**src/rtl/elevator_pkg.sv**
```systemverilog
// Shared defaults and types for the elevator request scheduler.
package elevator_pkg;

  localparam int unsigned DEF_NUM_FLOORS  = 10;
  localparam int unsigned DEF_FLOOR_W     = 4;
  localparam int unsigned DEF_DWELL_COUNT = 32'd5000000;

  typedef enum logic [1:0] {
    IDLE  = 2'd0,
    MOVE  = 2'd1,
    DWELL = 2'd2
  } sched_state_t;

  typedef logic [DEF_FLOOR_W-1:0] floor_t;

endpackage

```
**src/rtl/elevator_next_floor.sv**
```systemverilog
// Combinational SCAN helper: nearest pending floor above and below the cabin.
module elevator_next_floor
  import elevator_pkg::*;
#(
  parameter int unsigned NUM_FLOORS = DEF_NUM_FLOORS,
  parameter int unsigned FLOOR_W    = DEF_FLOOR_W
) (
  input  logic [NUM_FLOORS-1:0] i_pending,
  input  logic [FLOOR_W-1:0]    i_current_floor,
  output logic [FLOOR_W-1:0]    o_above_c,
  output logic                  o_has_above_c,
  output logic [FLOOR_W-1:0]    o_below_c,
  output logic                  o_has_below_c
);

  // Downward scan leaves the lowest match above; upward scan leaves the highest below.
  always_comb begin
    o_above_c     = '0;
    o_has_above_c = 1'b0;
    o_below_c     = '0;
    o_has_below_c = 1'b0;
    for (int i = int'(NUM_FLOORS) - 1; i >= 0; i--) begin
      if (i_pending[i] && (FLOOR_W'(i) > i_current_floor)) begin
        o_above_c     = FLOOR_W'(i);
        o_has_above_c = 1'b1;
      end
    end
    for (int i = 0; i < int'(NUM_FLOORS); i++) begin
      if (i_pending[i] && (FLOOR_W'(i) < i_current_floor)) begin
        o_below_c     = FLOOR_W'(i);
        o_has_below_c = 1'b1;
      end
    end
  end

endmodule

```
**src/rtl/elevator_request_scheduler.sv**
```systemverilog
// SCAN-order floor-call scheduler with door dwell, feeding the elevator FSM.
// Optional macro SCHED_INPUT_SYNC_EN: synchronize call_valid and edge-detect it.
module elevator_request_scheduler
  import elevator_pkg::*;
#(
  parameter int unsigned NUM_FLOORS  = DEF_NUM_FLOORS,
  parameter int unsigned FLOOR_W     = DEF_FLOOR_W,
  parameter int unsigned DWELL_COUNT = DEF_DWELL_COUNT
) (
  input  logic                  clk,
  input  logic                  rst_n,
  input  logic                  call_valid,
  input  logic [FLOOR_W-1:0]    call_floor,
  input  logic [FLOOR_W-1:0]    current_floor,
  output logic [FLOOR_W-1:0]    requested_floor,
  output logic [NUM_FLOORS-1:0] pending,
  output logic                  door_open,
  output logic                  dir_up,
  output logic                  call_err
);

  localparam int unsigned CNT_W      = 32;
  localparam logic [CNT_W-1:0] DWELL_LAST = CNT_W'(DWELL_COUNT - 1);
  localparam logic [NUM_FLOORS-1:0] ONE_HOT0 = NUM_FLOORS'(1);

  logic                  w_call_valid;
  logic [FLOOR_W-1:0]    w_call_floor;

`ifdef SCHED_INPUT_SYNC_EN
  logic [2:0]         r_vld_sync;
  logic               r_vld_q;
  logic [FLOOR_W-1:0] r_flr_s1;
  logic [FLOOR_W-1:0] r_flr_s2;
  logic [FLOOR_W-1:0] r_flr_q;

  // Two-flop synchronizer, rising-edge detect, floor delayed to stay aligned.
  always_ff @(posedge clk) begin
    if (!rst_n) begin
      r_vld_sync <= '0;
      r_vld_q    <= 1'b0;
      r_flr_s1   <= '0;
      r_flr_s2   <= '0;
      r_flr_q    <= '0;
    end else begin
      r_vld_sync <= {r_vld_sync[1:0], call_valid};
      r_vld_q    <= r_vld_sync[1] & ~r_vld_sync[2];
      r_flr_s1   <= call_floor;
      r_flr_s2   <= r_flr_s1;
      r_flr_q    <= r_flr_s2;
    end
  end

  assign w_call_valid = r_vld_q;
  assign w_call_floor = r_flr_q;
`else
  assign w_call_valid = call_valid;
  assign w_call_floor = call_floor;
`endif

  sched_state_t          r_state;
  sched_state_t          w_state_nxt;
  logic [FLOOR_W-1:0]    r_req;
  logic [FLOOR_W-1:0]    w_req_nxt;
  logic [NUM_FLOORS-1:0] r_pending;
  logic [NUM_FLOORS-1:0] w_set_mask;
  logic [NUM_FLOORS-1:0] w_clr_mask;
  logic [NUM_FLOORS-1:0] w_cur_mask;
  logic                  r_dir_up;
  logic                  w_dir_nxt;
  logic                  r_door;
  logic                  w_door_nxt;
  logic                  r_call_err;
  logic [CNT_W-1:0]      r_dwell_cnt;
  logic [CNT_W-1:0]      w_cnt_nxt;

  logic                  w_call_in_range;
  logic                  w_cap;
  logic                  w_cur_in_range;
  logic                  w_cur_pend;
  logic [FLOOR_W-1:0]    w_cur_safe;
  logic [FLOOR_W-1:0]    w_above;
  logic [FLOOR_W-1:0]    w_below;
  logic                  w_has_above;
  logic                  w_has_below;

  assign w_call_in_range = (32'(w_call_floor) < NUM_FLOORS);
  assign w_cap           = w_call_valid && w_call_in_range;
  assign w_cur_in_range  = (32'(current_floor) < NUM_FLOORS);
  assign w_cur_mask      = w_cur_in_range ? (ONE_HOT0 << current_floor) : '0;
  assign w_cur_pend      = |(r_pending & w_cur_mask);
  // A cabin reporting an out-of-range floor must not leak into requested_floor.
  assign w_cur_safe      = w_cur_in_range ? current_floor : FLOOR_W'(NUM_FLOORS - 1);

  elevator_next_floor #(
    .NUM_FLOORS (NUM_FLOORS),
    .FLOOR_W    (FLOOR_W)
  ) u_next_floor (
    .i_pending       (r_pending),
    .i_current_floor (current_floor),
    .o_above_c       (w_above),
    .o_has_above_c   (w_has_above),
    .o_below_c       (w_below),
    .o_has_below_c   (w_has_below)
  );

  always_ff @(posedge clk) begin
    if (!rst_n) begin
      r_state     <= IDLE;
      r_req       <= '0;
      r_pending   <= '0;
      r_dir_up    <= 1'b0;
      r_door      <= 1'b0;
      r_call_err  <= 1'b0;
      r_dwell_cnt <= '0;
    end else begin
      r_state     <= w_state_nxt;
      r_req       <= w_req_nxt;
      r_pending   <= (r_pending | w_set_mask) & ~w_clr_mask;
      r_dir_up    <= w_dir_nxt;
      r_door      <= w_door_nxt;
      r_call_err  <= w_call_valid && !w_call_in_range;
      r_dwell_cnt <= w_cnt_nxt;
    end
  end

  always_comb begin
    w_state_nxt = r_state;
    w_req_nxt   = r_req;
    w_dir_nxt   = r_dir_up;
    w_cnt_nxt   = r_dwell_cnt;
    w_clr_mask  = '0;
    w_set_mask  = w_cap ? (ONE_HOT0 << w_call_floor) : '0;

    unique case (r_state)
      IDLE: begin
        // Leaving IDLE loads the target directly so a call lands in two cycles.
        w_req_nxt = w_cur_safe;
        if (w_cur_pend) begin
          w_clr_mask  = w_cur_mask;
          w_cnt_nxt   = '0;
          w_state_nxt = DWELL;
        end else if (w_has_above) begin
          w_dir_nxt   = 1'b1;
          w_req_nxt   = w_above;
          w_state_nxt = MOVE;
        end else if (w_has_below) begin
          w_dir_nxt   = 1'b0;
          w_req_nxt   = w_below;
          w_state_nxt = MOVE;
        end
      end

      MOVE: begin
        if (w_cur_pend && (current_floor == r_req)) begin
          w_clr_mask  = w_cur_mask;
          w_req_nxt   = current_floor;
          w_cnt_nxt   = '0;
          w_state_nxt = DWELL;
        end else if (r_dir_up ? w_has_above : w_has_below) begin
          w_req_nxt = r_dir_up ? w_above : w_below;
        end else if (r_dir_up ? w_has_below : w_has_above) begin
          w_dir_nxt = ~r_dir_up;
          w_req_nxt = r_dir_up ? w_below : w_above;
        end else begin
          // Only the current floor (or nothing) is left.
          w_req_nxt = w_cur_safe;
          if (!w_cur_pend) begin
            w_state_nxt = IDLE;
          end
        end
      end

      DWELL: begin
        if (w_cap && (w_call_floor == current_floor)) begin
          w_set_mask = '0;
          w_cnt_nxt  = '0;
        end else if (r_dwell_cnt == DWELL_LAST) begin
          w_cnt_nxt   = '0;
          w_state_nxt = (|r_pending) ? MOVE : IDLE;
          w_dir_nxt   = r_dir_up ? w_has_above : (w_has_above && !w_has_below);
        end else begin
          w_cnt_nxt = r_dwell_cnt + CNT_W'(1);
        end
      end

      default: begin
        w_state_nxt = IDLE;
        w_cnt_nxt   = '0;
      end
    endcase

    w_door_nxt = (w_state_nxt == DWELL);
  end

  assign requested_floor = r_req;
  assign pending         = r_pending;
  assign door_open       = r_door;
  assign dir_up          = r_dir_up;
  assign call_err        = r_call_err;

endmodule

```
**config.mk**
```make
export PLATFORM = sky130hd
export DESIGN_NAME = elevator_request_scheduler
export DESIGN_NICKNAME = d
export VERILOG_FILES = /design/src/rtl/elevator_pkg.sv /design/src/rtl/elevator_next_floor.sv /design/src/rtl/elevator_request_scheduler.sv
export SDC_FILE = /design/constraint.sdc
export NUM_CORES = 1
export LEC_CHECK = 0
export BUFFER_PORTS_ARGS = -buffer_cell sky130_fd_sc_hd__buf_2
export CORE_MARGIN = 1
export CORE_UTILIZATION = 61
export CTS_BUF_LIST = sky130_fd_sc_hd__clkbuf_8 sky130_fd_sc_hd__clkbuf_16
export CTS_CLUSTER_DIAMETER = 200
export CTS_CLUSTER_SIZE = 24
export DETAILED_ROUTE_END_ITERATION = 8
export PLACE_DENSITY = 0.81
export SYNTH_ARGS = -nofsm -noshare
export SYNTH_HDL_FRONTEND = slang
export SYNTH_SLANG_ARGS = --single-unit
```
**constraint.sdc**
```tcl
create_clock -name clk -period 3.3 [get_ports clk]
set_clock_uncertainty 0.2 [all_clocks]
set_input_delay 0.66 -clock clk [delete_from_list [all_inputs] [get_ports clk]]
set_output_delay 0.66 -clock clk [all_outputs]
set_load 0.05 [all_outputs]
```
-- Word-level counts from Yosys, hierarchy flattened
Index checks and enable logic that the tools add are counted.
- flip-flop bits (word level): 51
- input port bits: 11
- word-level logic and storage cells: 170
- add/subtract/negate cells: 1
- $lt $le $gt $ge: 22
- equal/unequal tests: 15
- shift operators: 2
- multiplexer cells: 84
- bitwise logic cells: 5
- reduce and logical (&&, ||, !) cells: 34
- operator list (operator ; count):
    $mux 32 ; 4
    $pmux 32 s3 ; 1
    $mux 4 ; 21
    $mux 10 ; 6
    $mux 1 ; 33
    $add 32x1->32 const B ; 1
    $eq 32x23->1 const B ; 1
    $logic_and 1x1->1 ; 25
    $mux 2 ; 11
    $and 10x10->10 ; 2
    $pmux 10 s2 ; 1
    $reduce_or 10->1 ; 2
    $shl 1x4->10 const A ; 2
    $gt 3x4->1 const A ; 4
    $lt 3x4->1 const A ; 4
    $ne 2x2->1 const B ; 8
    $mux 3 ; 4
    $not 10->10 ; 1
    $or 10x10->10 ; 1
    $eq 4x4->1 ; 2
    $gt 1x4->1 const A ; 2
    $gt 2x4->1 const A ; 2
    $gt 4x4->1 const A ; 2
    $lt 1x4->1 const A ; 2
    16 further kinds ; 21

-- Longest topological paths before layout
Gate-level depths: netlist (run 1).
- depth after elaboration: 18
- mapped depth: 11

-- By module
From an unflattened synthesis (run 1), not the netlist that was laid out.
- cell total of the unflattened synthesis: 446
- area total of the unflattened synthesis: 3661.0 µm²
- by module, submodules not included (module ; instances ; cells an instance ; area each (µm²) ; sequential area each (µm²)):
    elevator_request_scheduler ; 1 ; 364 ; 3155.5 ; 1021.0
    elevator_next_floor ; 1 ; 82 ; 505.5 ; 0.0

-- Worst setup path before layout (run 1)
No wires, ideal clock.
- path kind: in2reg
- start: input current_floor[2]
- end: register r_door, in the netlist door_open
- library setup time: 0.117 ns
- arrival time: 2.551 ns
- path slack: 0.432 ns
- cell stages on the path: 8
- buffers on the path: 2
- path through: buf_2 > buf_4 > or3b_2 > o211ai_1 > nor4_4 > nor4b_2 > or4_1 > and4bb_1
- word-level cells in the longest chain between the ends: 18
- elaborated cells between the ends (all ways): 81
- classes of those cells: 21 x order compare; 3 x eq/ne; 1 x shift; 32 x mux; 1 x bitwise; 23 x reduce/logical
- ends and longest elaborated chain (element ; line ; text):
    start: declaration ; elevator_request_scheduler.sv:14 ; input logic [FLOOR_W-1:0] current_floor,
    $gt 4x4->1 or $lt 1x4->1 (tied branches) ; elevator_next_floor.sv:23, elevator_next_floor.sv:29 ;
    $logic_and 1x1->1, on equally long branches ; elevator_next_floor.sv:23, elevator_next_floor.sv:29 ;
    $mux 1, on equally long branches (10 in a row) ; elevator_next_floor.sv:23, elevator_next_floor.sv:29 ;
    $mux 1 ; elevator_request_scheduler.sv:161 ; end else if (r_dir_up ? w_has_below : w_has_above) begin
    $mux 2 ; elevator_request_scheduler.sv:161 ;
    $mux 2 ; elevator_request_scheduler.sv:159 ; end else if (r_dir_up ? w_has_above : w_has_below) begin
    $mux 2 ; elevator_request_scheduler.sv:154 ; if (w_cur_pend && (current_floor == r_req)) begin
    $pmux 2 s3 * ; elevator_request_scheduler.sv:134 ; unique case (r_state)
    $eq 2x2->1 * ; elevator_request_scheduler.sv:192 ; w_door_nxt = (w_state_nxt == DWELL);
    end signal: assignment ; elevator_request_scheduler.sv:120 ; r_door <= w_door_nxt;
    end: declaration ; elevator_request_scheduler.sv:70 ; logic r_door;
Every way passes the cells marked *; elsewhere a longest branch is shown, timed or not.
A chain may end at the register's enable or synchronous reset.

-- Final worst setup path (run 1)
- start: register r_dwell_cnt[0]
- end: register r_dwell_cnt[25]
- word-level cells in the longest chain between the ends: 4
- elaborated cells between the ends (all ways): 5
- classes of those cells: 1 x add/sub; 1 x eq/ne; 3 x mux
- ends and longest elaborated chain (element ; line ; text):
    start: declaration ; elevator_request_scheduler.sv:73 ; logic [CNT_W-1:0] r_dwell_cnt;
    start signal: assignment ; elevator_request_scheduler.sv:122 ; r_dwell_cnt <= w_cnt_nxt;
    $add 32x1->32 or $eq 32x23->1 (tied branches) ; elevator_request_scheduler.sv:182, elevator_request_scheduler.sv:177 ;
    $mux 32 * ; elevator_request_scheduler.sv:177 ; end else if (r_dwell_cnt == DWELL_LAST) begin
    $mux 32 * ; elevator_request_scheduler.sv:174 ; if (w_cap && (w_call_floor == current_floor)) begin
    $pmux 32 s3 * ; elevator_request_scheduler.sv:134 ;
Marks and branches as above.

==> results of run 1 <==
==> Yosys cell counts (all sizes together), types with 3 or more instances <==
cell type,number,area [µm²]
xor2,11,96.3
or3,5,31.3
and3b,5,43.8
nand2b,6,37.5
buf,16,81.3
o21ai,15,82.6
o22ai,5,31.3
nor3,14,75.1
clkbuf,14,52.6
nand2,32,123
mux2,3,37.5
a21oi,28,140
nand4,10,62.6
nor2,64,245
and3,12,75.1
xnor2,24,210
ha,5,62.6
o211ai,6,45.0
o21bai,4,30.0
or2,5,31.3
nor4,8,71.3
and2,3,18.8
a21boi,4,30.0
inv,14,52.6
o221ai,4,41.3
nor2b,7,43.8
nand3,17,85.1
o21a,6,45.0
a31oi,4,31.3
or4,5,37.5
dfxtp,51,1020
a311oi,4,35.0
nor4b,6,58.8
a32oi,5,43.8
==> registers in the layout, summed over array words and instances, names as in the netlist <==
register	flops
r_state	2
door_open	1
requested_floor	4
call_err	1
dir_up	1
pending	10
r_dwell_cnt	32
==> worst max path at each step <==
stage / to / slack [ps] / depth (start not counted)
detailed placement: r_dwell_cnt[25]$_SDFFE_PN0P_ / -60 / 7
floorplan: door_open$_SDFF_PN0_ / 430 / 8
global route: r_dwell_cnt[25]$_SDFFE_PN0P_ / 40 / 7
global placement: r_dwell_cnt[19]$_SDFFE_PN0P_ / 30 / 10
CTS: r_dwell_cnt[25]$_SDFFE_PN0P_ / 230 / 7
finish: r_dwell_cnt[25]$_SDFFE_PN0P_ / 220 / 7
==> kinds of logic after synthesis <==
| family | synth area share |
|---|---|
| AND/OR/NAND/NOR | 0.315 |
| AO/OA/AOI/OAI | 0.233 |
| flip-flops | 0.283 |
| buffers and inverters | 0.0516 |
| XOR/XNOR | 0.0848 |
| multiplexers | 0.0159 |
| adder cells (fa/ha/maj) | 0.0173 |
==> metrics by stage <==
step / setup slack (ps) / util
global placement: 27.9 / 0.707
floorplan: 432 / -
global route: 37.5 / 0.730
finish: 221 / 0.730
detailed placement: -61.8 / 0.707
CTS: 229 / 0.730
==> repair_timing <==
| action | 4_1_cts | 5_1_grt |
|---|---|---|
| setup endpoints to repair | 31 | 0 |
| setup buffers | 0 | 0 |
| hold buffers | 0 | 0 |
| hold endpoints to repair | 0 | 0 |
| gates resized for setup | 1 | 0 |
==> worst max-delay path, stage by stage, from the launching register on <==
cell,delay (ps)
dfxtp_1,400
ha_1,230
nand2_2,70
or4b_1,480
or4_1,570
and3_1,270
o21ai_4,600
nor2_1,120
==> power groups by stage <==
stage | registers, mW | clock network [mW] | logic (mW)
6_report | 0.665 | 0.474 | 0.421
4_1_cts | 0.664 | 0.479 | 0.412
3_5_place_dp | 0.678 | 0 | 0.406
2_1_floorplan | 0.725 | 0 | 0.247
3_3_place_gp | 0.676 | 0 | 0.399
5_1_grt | 0.668 | 0.502 | 0.448
==> cells in the final DEF (no fill, tap or decap), types with 7 or more instances in the layout <==
cell     instances
o21ai_0         12
and3_1          12
xnor2_1         24
nand3_1         17
nor2b_1          7
a21oi_1         28
nand2_1         31
buf_4           24
nand4_1         10
buf_2           27
nor3_1          13
nor2_1          62
xor2_1          11
inv_1           14
dfxtp_1         51
==> routing by layer <==
metal	part of all wire	GRT usage	wire length, µm	vias up
met2	0.50	0.588	5020	178
met5	0	0	0	-
met3	0.065	0.0540	655	38
met4	0.038	0.156	381	0
met1	0.40	0.404	4080	1763
li1	-	-	-	1769
==> area by class of cell <==
| type | instances | share of cell area |
|---|---|---|
| Tap cell | 72 | 0.0220 |
| Inverter | 14 | 0.0128 |
| Clock buffer | 6 | 0.0202 |
| Clock inverter | 2 | 0.00947 |
| Multi-Input combinational cell | 370 | 0.590 |
| Sequential cell | 51 | 0.249 |
| Timing Repair Buffer | 55 | 0.0966 |
==> results.yml, run 1 <==
routing:
  wirelength_um: 10100
  viasPerCell: 6.58
  vias: 3748
  dr.pass1.iters: 6
  drcViolationCount: 0
  drt_iter0_markers: 316
  antenna_left: 0
  wire_per_inst_um: 17.8
hold_path:
  hold_class: "reg2reg"
  whs_path_depth: 2
  hp-start: "r_dwell_cnt[31]$_SDFFE_PN0P_"
  holdPathEnd: "r_dwell_cnt[31]$_SDFFE_PN0P_"
run_status:
  outcome: "finished, final reports clean"
yosys:
  avgSynthCellArea_um2: 7.77
  yosys_most_used_dff: "dfxtp_1"
  synthArstFlopShare: 0
  synth_area_um2: 3610
  synth_nets: 481
  synth_edf_count: 0
  synthCells: 465
  synthDistinctLibCells: 79
  synth_warnings: 0
  synth-seq-area-share: 0.283
  ys_seq_elements: 51
layout:
  layout.nets: 513
  ff_latch_area_um2: 1020
  multiInputGateArea_um2: 2410
  insertedDiodeCount: 0
  instances_no_fill: 570
  nFillCells: 489
  area_growth_pct: 13.3
  drive_gt1_frac: 0.177
  design_area_um2: 4090
setup_path:
  r2r_start: "r_dwell_cnt[0]$_SDFFE_PN0P_"
  critPathLaunch: "r_dwell_cnt[0]$_SDFFE_PN0P_"
  critPathRequiredTime_ps: 3270
  startpoint_type: "flop"
  critPathMaxFanout: 31
  critPathKind: "reg2reg"
  reg2reg_slack_ps: 220
  end_kind: "flop"
  arrival_ps: 3050
  rr_endpoint: "r_dwell_cnt[25]$_SDFFE_PN0P_"
  rr_worst_depth: 7
clock_network:
  cts_tree: "yes"
  clock_path_buffers: 2
  cts_buffers: 5
  clk_pin_slew_ps: 90
  clock_latency_ps: 310
  clockRootBuffer: "clkbuf_8"
  cts_sinks: 51
  h-tree-depth: 2
sta:
  period_share: 0.933
  fin_tns_setup_ps: 0
  setup_violations: 0
  final-hold-violation-count: 0
  max_freq_mhz: 325
  fin_crit_ps: 3080
  holdWs_ps: 321
  maxSlewViolCount: 0
  relSlewSlack: 0.500
  rsz0062_at_grt: "false"
  tightest_slew_ps: 747
power:
  total_power_mw: 1.56
  p_clk_frac: 0.304
  switching_power_mw: 0.523
  pwr-share-seq: 0.426
  leakage_nw: 1.54
  intPower_mw: 1.04
  power.density_nw_per_um2: 381
  combPwrFrac: 0.270
  swShare: 0.335
  ir_drop_v: 0.000252
placement:
  port_buffers: 27
  place_hpwl_um: 7190
  dp_cells: 562
  gp_congestion: 0.916
  dpl_cell_area_um2: 3970
floorplan:
  die_y_um: 79.0
  die_area_um2: 6240
  ios: 28
  die_x_um: 79.0
  initial_core_util: 0.644
  coreArea_um2: 5610
  rows: 27
global_route:
  antenna_found_initial: 0
  overflow: 0
  grt_max_degree: 32
  track_usage: 0.338
  grt_first_pass_wirelength_um: 16700
  grt_pass1_vias: 3519
job:
  drv_cap: 0
Power figures use the tool's default switching activity.
==> run 2: changes to the inputs <==
--- a/config.mk
+++ b/config.mk
@@ -7,12 +7,12 @@
 export LEC_CHECK = 0
 export BUFFER_PORTS_ARGS = -buffer_cell sky130_fd_sc_hd__buf_2
 export CORE_MARGIN = 1
-export CORE_UTILIZATION = 61
+export CORE_UTILIZATION = 59
 export CTS_BUF_LIST = sky130_fd_sc_hd__clkbuf_8 sky130_fd_sc_hd__clkbuf_16
 export CTS_CLUSTER_DIAMETER = 200
 export CTS_CLUSTER_SIZE = 24
 export DETAILED_ROUTE_END_ITERATION = 8
-export PLACE_DENSITY = 0.81
+export PLACE_DENSITY = 0.76
 export SYNTH_ARGS = -nofsm -noshare
 export SYNTH_HDL_FRONTEND = slang
 export SYNTH_SLANG_ARGS = --single-unit
==> run 2 against run 1 <==
  * Non-clock buffer count did not move
  * Flip-flop and latch count did not move
  * Power up 2.2%
  * Clock-buffer cell count fell by 1
  * Worst hold slack better by 9.5 ps
  * Via count fell by 1.3%
  * Cell area down 0.86%
  * Global-route usage decreased by 2.4 points
  * Register-to-register slack improved by 60 ps
  * Critical endpoint is now r_dwell_cnt[23]$_SDFFE_PN0P_
  * Largest cell class unchanged
==> results.yml, run 2 (synthesis results as in run 1) <==
sta:
  rsz0062_at_grt: "false"
  fin_crit_ps: 3020
  period_share: 0.916
  maxSlewViolCount: 0
  setup_ws_ps: 277
  relSlewSlack: 0.488
  fin_tns_setup_ps: 0
  holdWs_ps: 330
  final-hold-violation-count: 0
  tightest_slew_ps: 765
  max_freq_mhz: 331
  setup_violations: 0
floorplan:
  die_area_um2: 6440
  die_x_um: 80.3
  rows: 28
  coreArea_um2: 5920
  ios: 28
  die_y_um: 80.3
  initial_core_util: 0.610
placement:
  post-place-ws_ps: -79.0
  gp_congestion: 1.03
  dpl_cell_area_um2: 3920
  port_buffers: 27
  dp_cells: 565
  place_hpwl_um: 7180
power:
  ir_drop_v: 0.000310
  total_power_mw: 1.59
  power.density_nw_per_um2: 393
  leakage_nw: 1.53
routing:
  viasPerCell: 6.46
  drt_iter0_markers: 264
  vias: 3700
  antenna_left: 0
  wire_per_inst_um: 17.0
  wirelength_um: 9760
  drcViolationCount: 0
  dr.pass1.iters: 4
clock_network:
  h-tree-depth: 2
  ctsHoldBuffers: 0
  clk_pin_slew_ps: 90
  cts_tree: "yes"
  cts_sinks: 51
  cts_setup_buffers: 0
  post_cts_resized: 1
  clock_latency_ps: 310
  cts_buffers: 5
  clock_path_buffers: 2
  clockRootBuffer: "clkbuf_8"
setup_path:
  reg2reg_slack_ps: 280
  critPathKind: "reg2reg"
  rr_endpoint: "r_dwell_cnt[23]$_SDFFE_PN0P_"
  rr_worst_depth: 7
  r2r_start: "r_dwell_cnt[1]$_SDFFE_PN0P_"
  startpoint_type: "flop"
  end_kind: "flop"
  arrival_ps: 2990
  critPathRequiredTime_ps: 3270
  critPathMaxFanout: 31
layout:
  layout_common_cells: "nor2_1, dfxtp_1, nand2_1, a21oi_1, buf_4"
  layout.nets: 513
  area_growth_pct: 12.3
  max_flop_register: "r_dwell_cnt"
  drive_gt1_frac: 0.175
  design_area_um2: 4060
  final_util: 0.686
  instances_no_fill: 573
  final_common_cell: "nor2_1"
  insertedDiodeCount: 0
  largest_reg_flops: 32
  nFillCells: 508
global_route:
  grt_max_degree: 32
  grt_first_pass_wirelength_um: 15700
  overflow: 0
  antenna_found_initial: 0
  track_usage: 0.313
  grt_pass1_vias: 3335
job:
  drv_cap: 0
hold_path:
  hold_class: "reg2reg"
  whs_path_depth: 2
  hp-start: "r_dwell_cnt[28]$_SDFFE_PN0P_"
  holdPathEnd: "r_dwell_cnt[28]$_SDFFE_PN0P_"
run_status:
  outcome: "finished, final reports clean"
-- run 2: cell types whose count changed in the layout (fill, tap and decap cells not counted), sizes merged --
cell and change:
bufinv +1, clkbuf -1
-- run 2: metal layers --
layer,up-vias,GRT usage,wire (µm),part of all wire
li1,1776,-,-,-
met1,1750,0.387,4140,0.42
met2,142,0.540,4790,0.49
met3,32,0.0420,505,0.052
met4,0,0.138,328,0.034
met5,-,0,0,0
-- run 2: cell type report --
cell class	count	area (µm²)	area share
flip-flops and latches	51	1020	0.252
clock inverters	3	63.8	0.0157
multi-input cells	370	2410	0.595
inverters	14	52.6	0.0129
clock buffers	5	68.8	0.0170
well taps	75	93.8	0.0231
repair buffers	55	345	0.0851
-- run 2: how the worst max path moves through the flow --
| stage | end | cells after the start | startpoint | slack (ps) |
|---|---|---|---|---|
| detailed placement | r_dwell_cnt[23]$_SDFFE_PN0P_ | 7 | r_dwell_cnt[1]$_SDFFE_PN0P_ | -80 |
| finish | r_dwell_cnt[23]$_SDFFE_PN0P_ | 7 | r_dwell_cnt[1]$_SDFFE_PN0P_ | 280 |
| global route | r_dwell_cnt[3]$_SDFFE_PN0P_ | 7 | r_dwell_cnt[1]$_SDFFE_PN0P_ | 50 |
| global placement | r_dwell_cnt[19]$_SDFFE_PN0P_ | 8 | current_floor[2] | 6 |
| CTS | r_dwell_cnt[23]$_SDFFE_PN0P_ | 7 | r_dwell_cnt[1]$_SDFFE_PN0P_ | 240 |
| floorplan | door_open$_SDFF_PN0_ | 8 | current_floor[2] | 430 |
-- run 2: where the power goes --
group	switching, mW	total, mW	internal [mW]
clock	0.213	0.514	0.300
combinational	0.267	0.415	0.149
sequential	0.0285	0.665	0.637
total	0.509	1.59	1.09
-- run 2: critical path: stages, from the launching register on --
cell and delay [ps]:
dfxtp_1 380, ha_1 220, nand2_2 70, or4b_1 450, or4_1 560, and3_1 260, o21ai_4 610, nor2_1 120
==> run 3: changes to the inputs <==
--- a/config.mk
+++ b/config.mk
@@ -6,13 +6,15 @@
 export NUM_CORES = 1
 export LEC_CHECK = 0
 export BUFFER_PORTS_ARGS = -buffer_cell sky130_fd_sc_hd__buf_2
+export CELL_PAD_IN_SITES_DETAIL_PLACEMENT = 0
+export CELL_PAD_IN_SITES_GLOBAL_PLACEMENT = 1
 export CORE_MARGIN = 1
-export CORE_UTILIZATION = 59
+export CORE_UTILIZATION = 45
 export CTS_BUF_LIST = sky130_fd_sc_hd__clkbuf_8 sky130_fd_sc_hd__clkbuf_16
 export CTS_CLUSTER_DIAMETER = 200
 export CTS_CLUSTER_SIZE = 24
 export DETAILED_ROUTE_END_ITERATION = 8
-export PLACE_DENSITY = 0.76
+export PLACE_DENSITY = 0.77
 export SYNTH_ARGS = -nofsm -noshare
 export SYNTH_HDL_FRONTEND = slang
 export SYNTH_SLANG_ARGS = --single-unit
==> run 3 against run 2 <==
  * Largest cell class unchanged
  * Combinational power decreased by 3%
  * Clock power increased by 2%
  * Sequential power hardly changed
  * Power decreased by 0.21%
  * Critical path depth rose by 1
  * Cell area fell by 0.34%
  * Critical path type unchanged
  * Critical endpoint is now r_dwell_cnt[14]$_SDFFE_PN0P_
  * Routed wire length grew 1.2%
  * Highest routed layer unchanged
  * Final cell count is 3.5% higher
==> results.yml, run 3 (synthesis results as in run 1) <==
run_status:
  outcome: "finished, final reports clean"
hold_path:
  hold_class: "reg2reg"
sta:
  maxSlewViolCount: 0
  setup_ws_ps: 360
  period_share: 0.891
  setup_violations: 0
  fin_tns_setup_ps: 0
  final-hold-violation-count: 0
  relSlewSlack: 0.625
  holdWs_ps: 323
  max_freq_mhz: 340
  rsz0062_at_grt: "false"
  tightest_slew_ps: 561
  fin_crit_ps: 2940
setup_path:
  end_kind: "flop"
  startpoint_type: "flop"
  critPathRequiredTime_ps: 3290
  critPathMaxFanout: 31
  arrival_ps: 2940
  critPathKind: "reg2reg"
layout:
  final_common_cell: "nor2_1"
  layout_common_cells: "nor2_1, dfxtp_1, nand2_1, a21oi_1, buf_2"
  area_growth_pct: 11.9
  layout.nets: 506
  nFillCells: 728
  instances_no_fill: 593
  drive_gt1_frac: 0.163
  insertedDiodeCount: 0
  max_flop_register: "r_dwell_cnt"
  design_area_um2: 4050
  largest_reg_flops: 32
clock_network:
  ctsHoldBuffers: 0
  clock_path_buffers: 2
  cts_tree: "yes"
  h-tree-depth: 2
  cts_buffers: 5
  cts_setup_buffers: 0
  clock_latency_ps: 320
  cts_sinks: 51
  clockRootBuffer: "clkbuf_8"
  clk_pin_slew_ps: 90
  post_cts_resized: 0
floorplan:
  die_area_um2: 8390
  die_y_um: 91.6
  ios: 28
  rows: 32
  initial_core_util: 0.468
  die_x_um: 91.6
  coreArea_um2: 7730
power:
  intPower_mw: 1.08
  power.density_nw_per_um2: 393
  pwr-share-seq: 0.417
  swShare: 0.321
  p_clk_frac: 0.329
  leakage_nw: 1.50
  switching_power_mw: 0.511
  combPwrFrac: 0.254
  ir_drop_v: 0.000212
global_route:
  gr-usage-met1: 0.302
  track_usage: 0.241
  antenna_found_initial: 0
  busiest_layer: "met2"
  grt_pass1_vias: 3352
  overflow: 0
  grt_first_pass_wirelength_um: 16400
  grt_use_met2: 0.424
  grt_util_met3: 0.0290
  grt_max_degree: 32
routing:
  dr.pass1.iters: 5
  viasPerCell: 6.07
  antenna_left: 0
  wirelength_um: 9880
  wire_per_inst_um: 16.7
  vias: 3597
  drcViolationCount: 0
  drt_iter0_markers: 176
placement:
  dp_cells: 585
  port_buffers: 27
  gp_congestion: 0.874
  post-place-ws_ps: 161
  place_hpwl_um: 7160
  dpl_cell_area_um2: 3910
job:
  drv_cap: 0
## run 3: path summary, 6_finish.rpt
kind,start,endpoint,slack [ps],cells past startpoint
max,r_dwell_cnt[0]$_SDFFE_PN0P_,r_dwell_cnt[14]$_SDFFE_PN0P_,360,8
min,r_dwell_cnt[28]$_SDFFE_PN0P_,r_dwell_cnt[28]$_SDFFE_PN0P_,320,2
max reg2reg,r_dwell_cnt[0]$_SDFFE_PN0P_,r_dwell_cnt[14]$_SDFFE_PN0P_,360,8
min reg2reg,r_dwell_cnt[28]$_SDFFE_PN0P_,r_dwell_cnt[28]$_SDFFE_PN0P_,320,2
## run 3: metrics by stage
step	utilization	total power, mW
final	0.523	1.59
after global routing	0.523	1.67
after CTS	0.523	1.60
after floorplan	-	0.973
after detailed placement	0.506	1.08
after global placement	0.506	1.07
## run 3: final cells by class
cell class                      count  area [µm²]  share of cell area
Clock buffer                        5        68.8              0.0170
Sequential cell                    51        1020               0.252
Timing Repair Buffer               48         305              0.0755
Multi-Input combinational cell    370        2410               0.595
Tap cell                          102         128              0.0315
Inverter                           14        52.6              0.0130
Clock inverter                      3        63.8              0.0158
## run 3: worst max-delay path, stage by stage, from the launching register on
cell,delay [ps]
dfxtp_1,410
ha_1,220
nand2_2,130
or4b_1,480
or4_1,590
and3_1,260
o21ai_2,110
buf_4,320
nor2_1,90
## run 3: per-layer routing
| layer | vias up | share of wire |
|---|---|---|
| met5 | - | 0 |
| met4 | 0 | 0.021 |
| met3 | 19 | 0.041 |
| met2 | 102 | 0.49 |
| met1 | 1720 | 0.44 |
| li1 | 1756 | - |
## run 3: power by group through the flow
stage                     clock network [mW]  registers (mW)  logic (mW)
after floorplan                            0           0.725       0.247
after global routing                   0.558           0.668       0.439
final                                  0.523           0.664       0.403
after detailed placement                   0           0.678       0.401
after global placement                     0           0.677       0.397
after CTS                              0.532           0.664       0.402
